--- src/rtl/arm_defs.sv ---
// Shared definitions for the ARM pipeline memory path.
// Latency: n/a (types and constants only).
// Backpressure: n/a.
//
// Holds the SRAM controller FSM encoding, the data memory base address
// the CPU subtracts before the MEM stage, and the default SRAM width.
package arm_defs;

  typedef enum logic [1:0] {
    SRAM_IDLE = 2'd0,
    SRAM_LO   = 2'd1,
    SRAM_HI   = 2'd2,
    SRAM_DONE = 2'd3
  } sram_state_t;

  localparam int DATA_MEM_BASE   = 1024;
  localparam int SRAM_AW_DEFAULT = 18;

endpackage

--- src/rtl/sram_controller.sv ---
// MEM-stage data memory front end: splits each 32-bit load/store into two
// 16-bit SRAM accesses (low halfword, then high), each WAIT+1 cycles long.
// Latency: 2*WAIT+3 stall cycles, then ready=1 for one DONE cycle;
// backpressure: ready=0 freezes the pipeline, and requests are ignored outside IDLE.
//
// Ports:
//   clk, rst                 clock, async active-high reset
//   rd_en, wr_en             load/store request (both high = store)
//   address, write_data      rebased byte address, store data
//   read_data                load result, held until the next load completes
//   ready                    0 = stall the pipeline
//   sram_addr                halfword address to the pad, held between accesses
//   sram_dq_out, sram_dq_oe  write data and its output enable
//   sram_dq_in               read data from the pad
//   sram_we_n                active-low write strobe
module sram_controller
  import arm_defs::*;
#(
  parameter int SRAM_AW = SRAM_AW_DEFAULT,
  parameter int WAIT    = 1
) (
  input  logic               clk,
  input  logic               rst,
  input  logic               rd_en,
  input  logic               wr_en,
  input  logic [31:0]        address,
  input  logic [31:0]        write_data,
  output logic [31:0]        read_data,
  output logic               ready,
  output logic [SRAM_AW-1:0] sram_addr,
  output logic [15:0]        sram_dq_out,
  output logic               sram_dq_oe,
  input  logic [15:0]        sram_dq_in,
  output logic               sram_we_n
);

  localparam logic [3:0] WAIT_CNT = 4'(WAIT);

  sram_state_t state, next_state;
  logic [3:0]  cnt;
  logic        op_wr;
  logic [31:0] wdata;
  logic        req;
  logic        phase_end;

  assign req       = rd_en | wr_en;
  assign phase_end = (cnt == WAIT_CNT);

  // Only word-aligned accesses inside the SRAM window exist, so the byte
  // offset and the bits above the SRAM range carry no information.
  logic unused_addr_bits;
  assign unused_addr_bits = ^{address[31:SRAM_AW+1], address[1:0]};

  always_ff @(posedge clk or posedge rst) begin
    if (rst) state <= SRAM_IDLE;
    else     state <= next_state;
  end

  always_comb begin
    next_state  = state;
    ready       = 1'b0;
    sram_we_n   = 1'b1;
    sram_dq_oe  = 1'b0;
    sram_dq_out = wdata[15:0];
    case (state)
      SRAM_IDLE: begin
        // A request arriving in IDLE must stall its own cycle.
        ready = ~req;
        if (req) next_state = SRAM_LO;
      end
      SRAM_LO: begin
        sram_we_n  = ~op_wr;
        sram_dq_oe = op_wr;
        if (phase_end) next_state = SRAM_HI;
      end
      SRAM_HI: begin
        sram_we_n   = ~op_wr;
        sram_dq_oe  = op_wr;
        sram_dq_out = wdata[31:16];
        if (phase_end) next_state = SRAM_DONE;
      end
      SRAM_DONE: begin
        ready      = 1'b1;
        next_state = SRAM_IDLE;
      end
      default: next_state = SRAM_IDLE;
    endcase
  end

  // sram_addr is a register so the pad address is stable for a whole phase
  // and keeps its last value in IDLE/DONE instead of falling back to 0.
  always_ff @(posedge clk or posedge rst) begin
    if (rst) begin
      cnt       <= '0;
      op_wr     <= 1'b0;
      wdata     <= '0;
      sram_addr <= '0;
      read_data <= '0;
    end else begin
      case (state)
        SRAM_IDLE: begin
          cnt <= '0;
          if (req) begin
            op_wr     <= wr_en;
            wdata     <= write_data;
            sram_addr <= {address[SRAM_AW:2], 1'b0};
          end
        end
        SRAM_LO: begin
          if (phase_end) begin
            cnt          <= '0;
            sram_addr[0] <= 1'b1;
            if (!op_wr) read_data[15:0] <= sram_dq_in;
          end else begin
            cnt <= cnt + 4'd1;
          end
        end
        SRAM_HI: begin
          if (phase_end) begin
            cnt <= '0;
            if (!op_wr) read_data[31:16] <= sram_dq_in;
          end else begin
            cnt <= cnt + 4'd1;
          end
        end
        default: cnt <= '0;
      endcase
    end
  end

endmodule

--- config.mk ---
export PLATFORM = sky130hd
export DESIGN_NAME = sram_controller
export DESIGN_NICKNAME = d
export VERILOG_FILES = /design/src/rtl/arm_defs.sv /design/src/rtl/sram_controller.sv
export SDC_FILE = /design/constraint.sdc
export NUM_CORES = 1
export LEC_CHECK = 0
export CORE_MARGIN = 2
export CORE_UTILIZATION = 45
export DETAILED_ROUTE_END_ITERATION = 16
export DONT_BUFFER_PORTS = 1
export GPL_TIMING_DRIVEN = 0
export PLACE_DENSITY = 0.69
export REMOVE_ABC_BUFFERS = 1
export SLEW_MARGIN = 20
export SYNTH_ARGS = -nofsm -noshare
export SYNTH_HDL_FRONTEND = slang
export SYNTH_SLANG_ARGS = --single-unit
--- constraint.sdc ---
create_clock -name clk -period 6.1 [get_ports clk]
set_input_delay 0.305 -clock clk [delete_from_list [all_inputs] [get_ports clk]]
set_output_delay 0.305 -clock clk [all_outputs]
set_load 0.005 [all_outputs]
# Word level (Yosys, flattened, before mapping)
# Index checks and enable logic that the tools add are counted.
[totals]
register_bits = 89
latch_bits = 0
ram_bits = 0
rom_bits = 0
inputBits = 84
out_inout_bits = 69
wordCells = 40
n_memories = 0
[classes]
addsub = 1
mul = 0
div_mod_pow = 0
magnitude_cmp = 0
eq_ne = 7
n_shift = 0
n_mux = 13
bitwise = 3
reduce_logical = 8
[ops]
columns = ["cell", "count"]
rows = [
  ["16-bit 2-to-1 mux", 1],
  ["3-bit AND reduction", 4],
  ["4-bit 2-to-1 mux", 2],
  ["2-bit case mux with 4 select lines", 1],
  ["2-bit 2-to-1 mux", 3],
  ["2-bit != test (second input constant)", 3],
  ["4-bit by 1-bit adder with 4-bit output (second input constant)", 1],
  ["2-bit equality test (second input constant)", 2],
  ["4-bit by 1-bit equality test with 1-bit output (second input constant)", 1],
  ["1-bit 2-to-1 mux", 4],
  ["1-bit case mux with 2 select lines", 2],
  ["2-bit by 1-bit equality test with 1-bit output (second input constant)", 1],
  ["2-bit zero test", 1],
  ["1-bit inverter", 2],
  ["2-bit AND reduction", 1],
  ["2-bit nonzero test", 1],
  ["2-bit OR reduction", 1],
  ["1-bit bitwise OR", 1],
]

# Longest topological paths before layout
[logic_depth]
depth_word = 3
ltp_mapped = 6
depth_no_buf = 5

# Least setup slack after synthesis
# No wires, ideal clock.
[synth_path]
path_kind = "flip-flop to output port"
startpoint = "register state[0]"
endpoint = "output sram_dq_out[10]"
arrival_time_ns = 1.399
required_time_ns = 5.795
setup_slack_ns = 4.396
stages_incl_launch_ff = 6
n_path_buf = 2
cell_sequence = "dfrtp_1 > inv_1 > ha_1 > buf_2 > buf_2 > mux2_2"
[synth_via]
elab_chain_len = 2
[synth_lines]
columns = ["item", "line_no", "rtl"]
rows = [
  ["start, declared", "sram_controller.sv:39", "sram_state_t state, next_state;"],
  ["start signal, assigned", "sram_controller.sv:56", "else state <= next_state;"],
  ["2-bit equality test", "sram_controller.sv:65", "case (state)"],
  ["16-bit 2-to-1 mux", "sram_controller.sv:65", ""],
  ["end, declared", "sram_controller.sv:31", "output logic [15:0] sram_dq_out,"],
]
# No other way between the ends.

# Worst setup path in the final report
[layout_path]
startpoint = "register state[0]"
endpoint = "output sram_dq_out[13]"
# Same word-level chain as after synthesis.

==> metrics.csv <==
stage,metric,value,unit
sta,setup_viol,0,
drt,vias,1869,
setup_path,timing.rr.start,state[0],
power,power.leakage,0.00172,µW
cts,cts_htree_levels,3,
placed_design,dpl.cell_count,333,
die,die_area,8910,µm²
setup_path,rrSetupSlack,3.75,ns
sta,finalMaxSlewViolations,0,
cts,cts_root_buffer,clkbuf_8,
setup_path,cp.arrival,2.13,ns
sta,fmax,0.411,GHz
die,initial_utilization,47.1,%
placed_design,port_buffers,0,
sta,worstMarginPinSlew,0.934,ns
die,core_area,7810,µm²
yosys,ys.flop_type,dfrtp_1,
placed_design,place_hpwl,4.59,mm
cts,clk_pin_slew_worst_paths,0.09,ns
sta,hold_viol_final,0,
yosys,ys_ff_latch,89,
setup_path,r2r_cells,4,
drt,routed_wl,6.50,mm
layout,fill_cells,669,
cts,ctsResizeCount,0,
layout,syn_to_final_growth,9.67,%
power,vdd_ir_drop_max,243,µV
grt,antenna_found_initial,0,
grt,grt_pass1_wl,9.89,mm
yosys,post_synth_num_cell_types,20,
setup_path,timing.critical_path.to,sram_dq_out[13],
sta,skew,0.00917,ns
layout,diodes,0,
run,cap_violations,0,
cts,ctsLongestPathBuffers,2,
cts,cts_setup_buffers,0,
cts,cts.sinks,89,
yosys,syn_area_per_cell,15.5,µm²
setup_path,slowest_delay,0.79,ns
yosys,syn-cell-area,3680,µm²
die,io_pins,153,
drt,wl_per_cell,18.6,µm
setup_path,slowest_stage,ha_1,
sta,holdWs,0.0663,ns
yosys,yosys_warnings,0,
sta,rsz0062_at_grt,no,
setup_path,crit_start,state[0],
die,fp.dieW,94.4,µm
grt,globalRouteTotalUtil,14.7,%
yosys,synth_enable_flop_cells,0,
drt,remaining_drc_errors,0,
yosys,synthCells,237,
setup_path,worst-setup-path-type,reg -> out,
yosys,synthArstFlopShare,100,%
drt,drt_iter0_markers,35,
hold_path,worstHoldPathType,in -> reg,
drt,detail_route.first_pass.iterations,4,
drt,vias_per_cell,5.34,
cts,cts_tree,done,
layout,multi_input_area,1380,µm²
layout,regArea,2230,µm²
power,power.density,546,nW/µm²
setup_path,timing.rr.end,read_data[17],
placed_design,routabilityCongestion,0.685,
yosys,synth_seq_area_share,60.6,%
layout,final_nets,334,
hold_path,hold_depth,2,
sta,maxSlewHeadroom,37.7,%
layout,drive_gt1_share,49.6,%
grt,first_global_vias,2040,
grt,grt.overflow.total,0,
grt,grt_max_degree,48,
die,fp.dieH,94.4,µm
setup_path,worstPathMaxFanout,19,
sta,period_minus_slack,2.43,ns
sta,tns,0,ns
run_status,status,completed,
die,rows,32,
sta,timing.final.crit_share,39.9,%
setup_path,critPathCaptureType,primary output,
layout,stdcell_count,350,
setup_path,start_kind,flop,
cts,worstSkewPairLatency,0.35,ns
setup_path,crit_required,5.79,ns
cts,cts_buffers,9,
drt,antenna_left,0,
power,totalPowerFinal,2200,µW
setup_path,path_cells,inv_1 -> ha_1 -> mux2_2,
-- stage by stage --
| step | utilization, % | area (µm²) | worst slack (ns) |
|---|---|---|---|
| finish | 51.6 | 4030 | 3.67 |
| global route | 51.6 | 4030 | 3.51 |
| CTS | 51.6 | 4030 | 3.61 |
| detailed placement | 49.2 | 3840 | 3.68 |
| global placement | 47.9 | 3740 | 2.00 |
| floorplan | - | 3620 | 2.96 |
-- synthesized netlist by cell type (2+ instances only) --
cell type	n	area share [%]
buf_2	7	0.95
nand2_1	4	0.41
or3b_2	2	0.48
dfrtp_1	89	61
inv_1	5	0.51
nand2_2	2	0.34
mux2_2	98	30
nor3b_1	2	0.41
nor2_1	7	0.71
and2_1	2	0.34
a21oi_1	3	0.41
xnor2_1	2	0.48
ha_1	7	2.4
-- worst min-delay path by stage --
stage                     slack (ns)       endpoint           start
after floorplan                 0.41          op_wr           wr_en
final                           0.07          op_wr           wr_en
after CTS                       0.05          op_wr           wr_en
after global routing            0.07  read_data[11]  sram_dq_in[11]
after detailed placement        0.28  sram_addr[16]             rst
after global placement          0.42          op_wr           wr_en
-- cell usage in the layout, fill, tap and decap left out, drive strengths merged --
cell,n
o21ai,2
or3b,2
dlygate4sd3,1
clkinv,1
nor3b,2
mux2,98
ha,7
nand3,1
clkbuf,11
a2111oi,1
clkinvlp,3
nor2,7
a21oi,3
nor4b,1
and2,2
inv,6
buf,3
nand2,6
xnor2,2
dfrtp,89
-- routing by layer --
layer	GRT usage [%]	wire [µm]
met5	0	0
met4	7.97	172
met3	6.94	629
met2	21.8	3010
met1	17.7	2680
-- sequential cells by signal, indices dropped and copies added (netlist names) --
| register | count |
|---|---|
| cnt | 4 |
| op_wr | 1 |
| read_data | 32 |
| sram_addr | 18 |
| state | 2 |
| wdata | 32 |
-- area by class of cell --
| cell class | instances | area share (%) |
|---|---|---|
| multi-input cells | 134 | 34.3 |
| inverters | 5 | 0.528 |
| repair buffers | 4 | 2.30 |
| well taps | 102 | 3.17 |
| clock buffers | 11 | 3.51 |
| clock inverters | 5 | 0.993 |
| flip-flops and latches | 89 | 55.2 |
-- where the power goes --
part / internal (µW) / switching [µW] / leakage (µW) / total (µW)
sequential: 890 / 195 / 0.00105 / 1080
clock: 162 / 210 / 0.0000822 / 371
combinational: 446 / 298 / 0.000585 / 745
total: 1500 / 703 / 0.00172 / 2200
-- critical path: cells and delay by family, from the launching register on --
family                   cells  cell delay (ns)
adder cells (fa/ha/maj)      1             0.79
buffers and inverters        1             0.13
flip-flops                   1             0.41
multiplexers                 1             0.44
-- logic make-up after synthesis --
| group | Yosys count | synth area share (%) |
|---|---|---|
| AO/OA/AOI/OAI | 6 | 0.919 |
| XOR/XNOR | 2 | 0.477 |
| adder cells (fa/ha/maj) | 7 | 2.38 |
| buffers and inverters | 14 | 2.14 |
| flip-flops | 89 | 60.6 |
| multiplexers | 98 | 30.0 |
| AND/OR/NAND/NOR | 21 | 3.47 |
-- timing repair --
action | 4_1_cts | 5_1_grt
endpoints found under the setup margin | 0 | 0
hold endpoints to repair | 42 | 0
hold buffers | 1 | 0
Note: power is estimated with default switching activity, not from simulation.
